$ cat src/rtl/button_conditioner_if.sv
// Bundles the raw push-button inputs and the conditioned outputs of the button front end.
// The master side drives btn_raw; the slave side (the conditioner) drives everything else.
interface button_conditioner_if #(
    parameter int N_BTN = 4
);
    logic [N_BTN-1:0] btn_raw;
    logic [N_BTN-1:0] btn_level;
    logic [N_BTN-1:0] btn_press;
    logic [N_BTN-1:0] btn_release;
    logic [N_BTN-1:0] btn_step;
    logic             pause_state;

    modport master (
        output btn_raw,
        input  btn_level,
        input  btn_press,
        input  btn_release,
        input  btn_step,
        input  pause_state
    );

    modport slave (
        input  btn_raw,
        output btn_level,
        output btn_press,
        output btn_release,
        output btn_step,
        output pause_state
    );
endinterface

$ cat src/rtl/button_conditioner.sv
// Synchronises, debounces and conditions the board push-buttons (levels, edge pulses, step, pause).
// Auto-repeat on btn_step is built only when BTN_AUTOREPEAT_EN is defined; otherwise btn_step == btn_press.
module button_conditioner #(
    parameter int N_BTN        = 4,
    parameter int DEB_CYCLES   = 4,
    parameter int REPEAT_DELAY = 10,
    parameter int REPEAT_RATE  = 3,
    parameter int PAUSE_IDX    = 2
) (
    input  logic                 CLK,
    input  logic                 Clear_n,
    button_conditioner_if.slave  bus
);
    localparam int CNT_W = $clog2(DEB_CYCLES);

    logic [N_BTN-1:0] r_s1;
    logic [N_BTN-1:0] r_s2;
    logic [CNT_W-1:0] r_cnt [N_BTN];
    logic [N_BTN-1:0] r_level;
    logic [N_BTN-1:0] r_press;
    logic [N_BTN-1:0] r_release;
    logic [N_BTN-1:0] r_step;
    logic             r_pause;

    logic [N_BTN-1:0] w_accept;
    logic [N_BTN-1:0] w_press;
    logic [N_BTN-1:0] w_release;

    // A bit is accepted when it has mismatched the level for DEB_CYCLES consecutive cycles.
    always_comb begin
        w_accept  = '0;
        w_press   = '0;
        w_release = '0;
        for (int i = 0; i < N_BTN; i++) begin
            if ((r_s2[i] != r_level[i]) && (r_cnt[i] == CNT_W'(DEB_CYCLES - 1))) begin
                w_accept[i] = 1'b1;
            end else begin
                w_accept[i] = 1'b0;
            end
        end
        w_press   = w_accept & r_s2;
        w_release = w_accept & ~r_s2;
    end

    // Synchroniser, debounce counters, level/edge registers and pause toggle.
    always_ff @(posedge CLK) begin
        if (!Clear_n) begin
            r_s1      <= '0;
            r_s2      <= '0;
            r_level   <= '0;
            r_press   <= '0;
            r_release <= '0;
            r_pause   <= 1'b0;
            for (int i = 0; i < N_BTN; i++) begin
                r_cnt[i] <= '0;
            end
        end else begin
            r_s1      <= bus.btn_raw;
            r_s2      <= r_s1;
            r_level   <= r_level ^ w_accept;
            r_press   <= w_press;
            r_release <= w_release;
            for (int i = 0; i < N_BTN; i++) begin
                if ((r_s2[i] == r_level[i]) || w_accept[i]) begin
                    r_cnt[i] <= '0;
                end else begin
                    r_cnt[i] <= r_cnt[i] + CNT_W'(1);
                end
            end
            if (r_press[PAUSE_IDX]) begin
                r_pause <= ~r_pause;
            end else begin
                r_pause <= r_pause;
            end
        end
    end

`ifdef BTN_AUTOREPEAT_EN
    localparam int RC_MAX = (REPEAT_DELAY > REPEAT_RATE) ? REPEAT_DELAY : REPEAT_RATE;
    localparam int RC_W   = $clog2(RC_MAX + 1);

    typedef enum logic [1:0] {
        ST_IDLE   = 2'd0,
        ST_DELAY  = 2'd1,
        ST_REPEAT = 2'd2
    } rep_state_t;

    rep_state_t      r_state [N_BTN];
    logic [RC_W-1:0] r_rc    [N_BTN];

    // Per-button repeat FSM; an accepted release wins over a repeat step due in the same cycle.
    always_ff @(posedge CLK) begin
        if (!Clear_n) begin
            r_step <= '0;
            for (int i = 0; i < N_BTN; i++) begin
                r_state[i] <= ST_IDLE;
                r_rc[i]    <= '0;
            end
        end else begin
            for (int i = 0; i < N_BTN; i++) begin
                r_step[i] <= 1'b0;
                case (r_state[i])
                    ST_IDLE: begin
                        if (w_press[i]) begin
                            r_step[i]  <= 1'b1;
                            r_rc[i]    <= RC_W'(1);
                            r_state[i] <= ST_DELAY;
                        end else begin
                            r_rc[i]    <= '0;
                        end
                    end
                    ST_DELAY: begin
                        if (w_release[i]) begin
                            r_rc[i]    <= '0;
                            r_state[i] <= ST_IDLE;
                        end else if (r_rc[i] == RC_W'(REPEAT_DELAY)) begin
                            r_step[i]  <= 1'b1;
                            r_rc[i]    <= RC_W'(1);
                            r_state[i] <= ST_REPEAT;
                        end else begin
                            r_rc[i]    <= r_rc[i] + RC_W'(1);
                        end
                    end
                    ST_REPEAT: begin
                        if (w_release[i]) begin
                            r_rc[i]    <= '0;
                            r_state[i] <= ST_IDLE;
                        end else if (r_rc[i] == RC_W'(REPEAT_RATE)) begin
                            r_step[i]  <= 1'b1;
                            r_rc[i]    <= RC_W'(1);
                        end else begin
                            r_rc[i]    <= r_rc[i] + RC_W'(1);
                        end
                    end
                    default: begin
                        r_rc[i]    <= '0;
                        r_state[i] <= ST_IDLE;
                    end
                endcase
            end
        end
    end
`else
    localparam int unused_repeat_cfg = REPEAT_DELAY + REPEAT_RATE;

    // Without auto-repeat the step output is simply the press pulse.
    always_ff @(posedge CLK) begin
        if (!Clear_n) begin
            r_step <= '0;
        end else begin
            r_step <= w_press;
        end
    end
`endif

    assign bus.btn_level   = r_level;
    assign bus.btn_press   = r_press;
    assign bus.btn_release = r_release;
    assign bus.btn_step    = r_step;
    assign bus.pause_state = r_pause;

endmodule

$ cat src/flat_wrapper.sv
// flat-port wrapper written by rule: the top's interface ports become plain ports
module button_conditioner_flat 
#(
    parameter int N_BTN        = 4,
    parameter int DEB_CYCLES   = 4,
    parameter int REPEAT_DELAY = 10,
    parameter int REPEAT_RATE  = 3,
    parameter int PAUSE_IDX    = 2
)
  (CLK, Clear_n, bus_btn_raw, bus_btn_level, bus_btn_press, bus_btn_release, bus_btn_step, bus_pause_state);
  button_conditioner_if #(.N_BTN(N_BTN)) bus_i ();
  input  logic CLK;
  input  logic Clear_n;
  input wire logic [$bits(bus_i.btn_raw)-1:0] bus_btn_raw;
  output wire logic [$bits(bus_i.btn_level)-1:0] bus_btn_level;
  output wire logic [$bits(bus_i.btn_press)-1:0] bus_btn_press;
  output wire logic [$bits(bus_i.btn_release)-1:0] bus_btn_release;
  output wire logic [$bits(bus_i.btn_step)-1:0] bus_btn_step;
  output wire logic [$bits(bus_i.pause_state)-1:0] bus_pause_state;
  assign bus_i.btn_raw = bus_btn_raw;
  assign bus_btn_level = bus_i.btn_level;
  assign bus_btn_press = bus_i.btn_press;
  assign bus_btn_release = bus_i.btn_release;
  assign bus_btn_step = bus_i.btn_step;
  assign bus_pause_state = bus_i.pause_state;
  button_conditioner #(.N_BTN(N_BTN), .DEB_CYCLES(DEB_CYCLES), .REPEAT_DELAY(REPEAT_DELAY), .REPEAT_RATE(REPEAT_RATE), .PAUSE_IDX(PAUSE_IDX)) u_core (.CLK(CLK), .Clear_n(Clear_n), .bus(bus_i));
endmodule
$ cat config.mk
export PLATFORM = sky130hd
export DESIGN_NAME = button_conditioner_flat
export DESIGN_NICKNAME = d
export VERILOG_FILES = /design/src/rtl/button_conditioner_if.sv /design/src/rtl/button_conditioner.sv /design/src/flat_wrapper.sv
export SDC_FILE = /design/constraint.sdc
export NUM_CORES = 1
export LEC_CHECK = 0
export CAP_MARGIN = 20
export CORE_MARGIN = 8
export CORE_UTILIZATION = 52
export DETAILED_ROUTE_END_ITERATION = 8
export GPL_TIMING_DRIVEN = 1
export MAX_ROUTING_LAYER = met4
export PLACE_DENSITY = 0.8
export SYNTH_ARGS = -nofsm -noshare
export SYNTH_HDL_FRONTEND = slang
export SYNTH_SLANG_ARGS = --single-unit
$ cat constraint.sdc
create_clock -name CLK -period 1.75 [get_ports CLK]
set_input_delay 0.175 -clock CLK [delete_from_list [all_inputs] [get_ports CLK]]
set_output_delay 0.175 -clock CLK [all_outputs]
set_load 0.005 [all_outputs]
==> qor.yml, run 1 <==
finalWeightedCongestion: 0.708
crit_path_end_kind: "primary output"
wirelength_um: 1620
rr_worst_depth: 2
htree_levels: 2
area_growth_syn_to_layout_pct: 26.8
power_density_mw_per_mm2: 812
maxSlewHeadroom_pct: 63.7
antenna_found_initial: 0
fin_skew_ns: 0.00706
tns_ns: 0
yosysSeqAreaShare_pct: 60.0
grt_pass1_wl_um: 2700
synth_cells: 82
n_antenna_cell: 0
final_cell_mix: "clkdlybuf4s50_1 (22), dfxtp_1 (21), and2_1 (9), edfxtp_1 (8), conb_1 (8)"
hold_violations: 0
netlist_area_mm2: 0.00110
drive_gt1_share_pct: 12.3
nNetsFinal: 123
postSynthAreaPerCell_um2: 13.4
drc_errors: 0
reg2reg_slack_ns: 0.56
path_class: "reg2out"
path_clk_slew_ns: 0.08
critPathMaxStageDelay_ns: 0.54
worstSetupStartpointType: "flop"
core_mm2: 0.00198
wl_per_cell_um: 11.5
die_x_um: 62.0
cts_setup_buffers: 0
crit_required_ns: 1.57
post-dp-hpwl_um: 1200
routed-wl-met2_um: 763
vdd_ir_drop_max_uv: 714
worst_pin_slew_ns: 0.543
hold_depth: 1
critPathSlowestCell: "clkdlybuf4s50_1"
die_area_mm2: 0.00385
seqPwrFrac_pct: 63.3
ios: 23
cts_num_sinks: 29
cts_root_buffer: "clkbuf_4"
path_buf_inv: 1
cts_buffers: 5
slew_violations: 0
ctsHoldBuffers: 0
ys_seq_elements: 29
reg2reg_to: "u_core.r_cnt[0][0]"
routed-via-count: 652
cts_resized: 0
cts_buffer_depth: 2
crit_chain: "clkdlybuf4s50_1"
hold_start: "u_core.r_s1[0]"
cap_violations: 0
finalPower_mw: 1.13
hold_path.class: "reg2reg"
die_h_um: 62.0
internal_power_uw: 902
gr-total-overflow: 0
power.share.combinational_pct: 5.1
finalCriticalPeriod_ns: 1.44
grt_max_degree: 21
finalCritPeriodShare_pct: 82.3
grt_pass1_vias: 626
vias_per_cell: 4.62
drtIter0Drc: 6
final_common_cell: "clkdlybuf4s50_1"
top_layer_used: "met4"
switchingPower_uw: 232
start_util_pct: 55.6
num-fill-cells: 148
grt_usage_pct: 10.3
rows: 16
clock_power_share_pct: 31.6
io_buffers: 22
drt_first_pass_iters: 4
wl_met3_um: 102
netSwitchingFraction_pct: 20.5
synth_cell_types: 16
status: "finished clean"
cp_max_fo: 5
crit_family: "buffers and inverters"
fmax_ghz: 0.695
cts_tree: "built"
clk_latency_ns: 0.31
leakagePower_nw: 0.502
ant_nets: 0
hold_end: "u_core.r_s2[0]"
yosysWarnings: 0
reg2reg_from: "u_core.r_cnt[0][0]"
rsz0062_at_grt: "false"
wl_met1_um: 727
cp.arrival_ns: 1.26
finalSetupViolCount: 0
[cell usage after synthesis]
master	instances	area, µm²
conb_1	1	3.75
and4bb_2	4	50.1
nor3b_1	4	30.0
nor4b_1	4	35.0
nand2_1	4	15.0
mux2i_1	4	40.0
and2_1	9	56.3
dfxtp_1	21	420
nor3b_2	4	50.1
xnor2_1	4	35.0
clkbuf_1	1	3.75
edfxtp_1	8	240
xor2_1	1	8.76
nor2b_1	4	25.0
buf_4	5	37.5
ha_1	4	50.1
[power by group through the flow]
stage               sequential (mW)  clock, mW  combinational, mW
finish                        0.718      0.359             0.0574
CTS                           0.718      0.379             0.0578
global route                  0.721      0.421             0.0650
global placement              0.733          0             0.0557
floorplan                     0.731          0             0.0360
detailed placement            0.734          0             0.0576
[per-stage QoR]
| stage | cells | utilization [%] | area [µm²] | setup slack, ns | hold slack, ns |
|---|---|---|---|---|---|
| 2_1_floorplan | 89 | - | 1130 | 0.643 | 0.302 |
| 3_3_place_gp | 133 | 68.0 | 1350 | 0.232 | 0.414 |
| 3_5_place_dp | 133 | 68.0 | 1350 | 0.214 | 0.420 |
| 4_1_cts | 141 | 70.5 | 1400 | 0.278 | 0.435 |
| 5_1_grt | 141 | 70.5 | 1400 | 0.216 | 0.417 |
| 6_report | 141 | 70.5 | 1400 | 0.310 | 0.427 |
[worst max path at each step]
stage | cells after the start | to | slack, ns
final | 1 | bus_btn_level[1] | 0.31
after global routing | 1 | bus_btn_level[1] | 0.22
after CTS | 1 | bus_btn_level[1] | 0.28
after detailed placement | 2 | u_core.r_cnt[3][1] | 0.21
after global placement | 2 | u_core.r_cnt[0][1] | 0.23
after floorplan | 2 | u_core.r_cnt[0][1] | 0.64
[kinds of logic after synthesis]
kind of cell             count (synthesis)  share of synthesized area (%)
buffers and inverters                    6                           3.75
adder cells (fa/ha/maj)                  4                           4.55
multiplexers                             4                           3.64
AND/OR/NAND/NOR                         33                           23.7
other                                    1                          0.341
flip-flops                              29                           60.0
XOR/XNOR                                 5                           3.98
[area by class of cell]
| class | instances | area (µm²) | share of cell area [%] |
|---|---|---|---|
| well taps | 27 | 33.8 | 2.42 |
| flip-flops and latches | 29 | 661 | 47.3 |
| multi-input cells | 54 | 425 | 30.5 |
| repair buffers | 23 | 228 | 16.3 |
| clock buffers | 8 | 48.8 | 3.49 |
[layer usage]
layer / vias up / track usage, %
met1: 298 / 10.7
met4: 0 / 7.79
li1: 336 / -
met5: - / -
met2: 15 / 15.3
met3: 3 / 4.32
No activity file was read; power rests on OpenSTA's default activity.
==> run 2: changes to the inputs <==
--- a/config.mk
+++ b/config.mk
@@ -7,11 +7,11 @@
 export LEC_CHECK = 0
 export CAP_MARGIN = 20
 export CORE_MARGIN = 8
-export CORE_UTILIZATION = 52
+export CORE_UTILIZATION = 44
 export DETAILED_ROUTE_END_ITERATION = 8
 export GPL_TIMING_DRIVEN = 1
 export MAX_ROUTING_LAYER = met4
-export PLACE_DENSITY = 0.8
+export PLACE_DENSITY = 0.72
 export SYNTH_ARGS = -nofsm -noshare
 export SYNTH_HDL_FRONTEND = slang
 export SYNTH_SLANG_ARGS = --single-unit
==> constraint.sdc (replaced) <==
create_clock -name CLK -period 1.2 [get_ports CLK]
set_input_delay 0.12 -clock CLK [delete_from_list [all_inputs] [get_ports CLK]]
set_output_delay 0.12 -clock CLK [all_outputs]
set_load 0.005 [all_outputs]
==> qor.yml, run 2 (same netlist as run 1, synthesis figures left out) <==
status: "finished clean"
grt_pass1_vias: 652
core_mm2: 0.00243
finalCriticalPeriod_ns: 1.18
critPathMaxStageDelay_ns: 0.42
drive_gt1_share_pct: 30.0
tns_ns: 0
ant_nets: 0
path_clk_slew_ns: 0.09
post-dp-hpwl_um: 1260
grt_usage_pct: 9.47
ctsHoldBuffers: 0
finalWeightedCongestion: 0.668
wirelength_um: 1850
leakagePower_nw: 0.648
cp.arrival_ns: 1.26
n_antenna_cell: 0
htree_levels: 2
drt_first_pass_iters: 2
hold-worst-slack_ns: 0.379
hold_depth: 2
hold_path.class: "in2reg"
area_growth_syn_to_layout_pct: 39.8
num-fill-cells: 209
rows: 18
cts_root_buffer: "clkbuf_4"
cts_buffer_depth: 2
reg2reg_from: "u_core.r_cnt[3][0]"
cp_max_fo: 2
crit_chain: "ha_1, and4bb_2"
reg2reg_to: "u_core.r_cnt[3][1]"
path_buf_inv: 0
critPathSlowestCell: "edfxtp_1"
die_area_mm2: 0.00436
routed-via-count: 690
die_x_um: 66.0
gr-total-overflow: 0
hold_violations: 0
fin_area_mm2: 0.00154
hold_start: "bus_btn_raw[1]"
final_common_cell: "dlygate4sd2_1"
crit_path_end_kind: "flop"
rr_worst_depth: 2
drtIter0Drc: 16
vias_per_cell: 4.60
worstSetupStartpointType: "flop"
hold_end: "u_core.r_s1[1]"
start_util_pct: 45.3
ios: 23
cts_num_sinks: 29
antenna_found_initial: 0
cap_violations: 0
power_density_mw_per_mm2: 1230
clk_latency_ns: 0.32
io_buffers: 22
finalCritPeriodShare_pct: 98.1
multiInputGateArea_um2: 482
slew_violations: 0
crit_family: "flip-flops"
fin_skew_ns: 0.00716
path_class: "reg2reg"
grt_pass1_wl_um: 2950
drc_errors: 0
grt_max_degree: 19
finalSetupViolCount: 0
reg2reg_slack_ns: 0.02
cts_tree: "built"
seqCellArea_um2: 676
final_cell_mix: "dlygate4sd2_1 (17), dfxtp_1 (15), and2_1 (9), edfxtp_1 (8), conb_1 (8)"
fmax_ghz: 0.849
wl_per_cell_um: 12.3
crit_required_ns: 1.28
vdd_ir_drop_max_uv: 882
placed_area_mm2: 0.00137
die_h_um: 66.0
nNetsFinal: 129
cts_buffers: 5
-- run 2: cell count changes in the layout (fill, tap and decap cells not counted), sizes merged --
cell | before | now
clkdlybuf4s50 | 22 | 5
buf | 1 | 7
dlygate4sd2 | 0 | 17
-- run 2: metrics by stage --
| step | power [mW] | utilization (%) | setup WS (ns) | std cells |
|---|---|---|---|---|
| after floorplan | 1.12 | - | 0.0932 | 89 |
| after global placement | 1.16 | 56.4 | -0.00680 | 137 |
| after detailed placement | 1.16 | 56.4 | -0.0494 | 137 |
| after CTS | 1.90 | 60.9 | 0.00919 | 148 |
| after global routing | 1.97 | 63.3 | -0.0121 | 150 |
| final | 1.89 | 63.3 | 0.0228 | 150 |
-- run 2: worst register-to-register path, delay by kind of cell (launching register included) --
kind	cells	cell delay [ns]
flip-flops	1	0.42
adder cells (fa/ha/maj)	1	0.31
AND/OR/NAND/NOR	1	0.22
-- run 2: power by group --
| part | switching [mW] | internal, mW | leakage (nW) |
|---|---|---|---|
| logic | 0.0399 | 0.0657 | 0.347 |
| clock network | 0.324 | 0.414 | 0.0437 |
| registers | 0.0179 | 1.03 | 0.257 |
| total | 0.382 | 1.51 | 0.648 |
-- run 2: final cells by class --
class	count	share of cell area, %
clock buffer	8	5.20
tap	30	2.44
sequential	29	43.9
timing repair buffer	29	17.2
multi-input combinational	54	31.3
-- run 2: worst max-delay path by stage --
stage / from / to / cells after the start
global route: u_core.r_cnt[3][0] / u_core.r_cnt[3][0] / 2
floorplan: u_core.r_cnt[0][0] / u_core.r_cnt[0][1] / 2
detailed placement: Clear_n / u_core.r_cnt[3][0] / 3
CTS: u_core.r_cnt[3][0] / u_core.r_cnt[3][1] / 2
finish: u_core.r_cnt[3][0] / u_core.r_cnt[3][1] / 2
global placement: Clear_n / u_core.r_cnt[1][1] / 3
-- run 2: layer usage --
metal | share of wire (%) | up-vias | wire, µm | track usage [%]
li1 | - | 350 | - | -
met5 | 0 | - | 0 | -
met4 | 3.0 | 0 | 55 | 7.20
met3 | 8.5 | 5 | 157 | 5.93
met1 | 46 | 312 | 846 | 9.79
met2 | 43 | 23 | 789 | 12.7
-- run 2: what timing repair did --
| action | in CTS | in global routing |
|---|---|---|
| pin swaps | 0 | 0 |
| gates resized for setup | 28 | 7 |
| endpoints found under the setup margin | 19 | 7 |
| setup buffers | 3 | 2 |
==> run 3: changes to the inputs <==
--- a/config.mk
+++ b/config.mk
@@ -12,6 +12,7 @@
 export GPL_TIMING_DRIVEN = 1
 export MAX_ROUTING_LAYER = met4
 export PLACE_DENSITY = 0.72
+export SKIP_CTS_REPAIR_TIMING = 1
 export SYNTH_ARGS = -nofsm -noshare
 export SYNTH_HDL_FRONTEND = slang
 export SYNTH_SLANG_ARGS = --single-unit
==> qor.yml, run 3 (same netlist as run 1, synthesis figures left out) <==
status: "finished clean"
cts_tree: "built"
cts_buffer_depth: 2
reg2reg_slack_ns: 0.02
final_common_cell: "dlymetal6s2s_1"
ant_nets: 0
grt_usage_pct: 9.22
die_area_mm2: 0.00436
area_growth_syn_to_layout_pct: 46.9
wirelength_um: 1910
drive_gt1_share_pct: 32.8
cts_num_sinks: 29
hold_path.class: "in2reg"
stdcell_count: 152
reg2reg_to: "u_core.r_cnt[3][1]"
core_mm2: 0.00243
grt_pass1_wl_um: 2840
fin_skew_ns: 0.00991
slew_violations: 0
start_util_pct: 45.3
cts_root_buffer: "clkbuf_4"
wl_per_cell_um: 12.6
place_inst: 137
fin_area_mm2: 0.00162
reg2reg_from: "u_core.r_cnt[3][0]"
cp.arrival_ns: 1.26
hold_end: "u_core.r_s1[2]"
hold_depth: 2
rr_worst_depth: 2
rows: 18
antenna_found_initial: 0
cap_violations: 0
path_clk_slew_ns: 0.09
drc_errors: 0
drtIter0Drc: 15
grt_max_degree: 19
vias_per_cell: 4.65
crit_required_ns: 1.29
n_antenna_cell: 0
ios: 23
clk_latency_ns: 0.33
hold-worst-slack_ns: 0.369
leakagePower_nw: 0.895
vdd_ir_drop_max_uv: 893
cp_max_fo: 2
die_h_um: 66.0
hold_start: "bus_btn_raw[2]"
worstSetupStartpointType: "flop"
crit_path_end_kind: "flop"
die_x_um: 66.0
path_class: "reg2reg"
hold_violations: 0
htree_levels: 2
finalCritPeriodShare_pct: 97.9
tns_ns: 0
finalWeightedCongestion: 0.668
power_density_mw_per_mm2: 1170
io_buffers: 22
final_cell_mix: "dlymetal6s2s_1 (17), dfxtp_1 (14), and2_1 (9)"
drt_first_pass_iters: 3
grt_pass1_vias: 648
fmax_ghz: 0.851
routed-via-count: 707
nNetsFinal: 131
gr-total-overflow: 0
finalCriticalPeriod_ns: 1.18
finalSetupViolCount: 0
cts_buffers: 5
post-dp-hpwl_um: 1260
placed_area_mm2: 0.00137
[run 3: critical path, stage by stage, from the launching register on]
cell	delay [ns]
edfxtp_1	0.42
ha_1	0.30
and4bb_2	0.22
[run 3: layout make-up]
type                            count  area [µm²]
Timing Repair Buffer               31         343
Multi-Input combinational cell     54         478
Clock buffer                        8        80.1
Sequential cell                    29         679
Tap cell                           30        37.5
Fill cell                         193         815
[run 3: power by group]
part / switching, mW / internal [mW] / total (mW)
clock network: 0.333 / 0.413 / 0.746
logic: 0.0394 / 0.0672 / 0.107
registers: 0.0177 / 1.02 / 1.04
total: 0.390 / 1.50 / 1.89
[run 3: worst max-delay path by stage]
stage                            start            endpoint  depth (start not counted)
CTS                               flop    bus_btn_level[1]                          1
global placement               Clear_n  u_core.r_cnt[1][1]                          3
finish              u_core.r_cnt[3][0]  u_core.r_cnt[3][1]                          2
global route        u_core.r_cnt[3][0]  u_core.r_cnt[3][0]                          2
detailed placement             Clear_n  u_core.r_cnt[3][0]                          3
floorplan           u_core.r_cnt[0][0]  u_core.r_cnt[0][1]                          2
[run 3: stage by stage]
step	utilization, %	setup slack (ns)	total power, mW
floorplan	-	0.0932	1.12
global placement	56.4	-0.00680	1.16
detailed placement	56.4	-0.0494	1.16
CTS	59.7	-0.245	1.90
global route	66.5	-0.0121	1.98
finish	66.5	0.0249	1.89
[run 3: routing by layer]
layer  GRT usage [%]  wire length (µm)
met1            9.79               853
met2            11.8               830
met3            4.41               159
met4            9.60                67
met5               -                 0
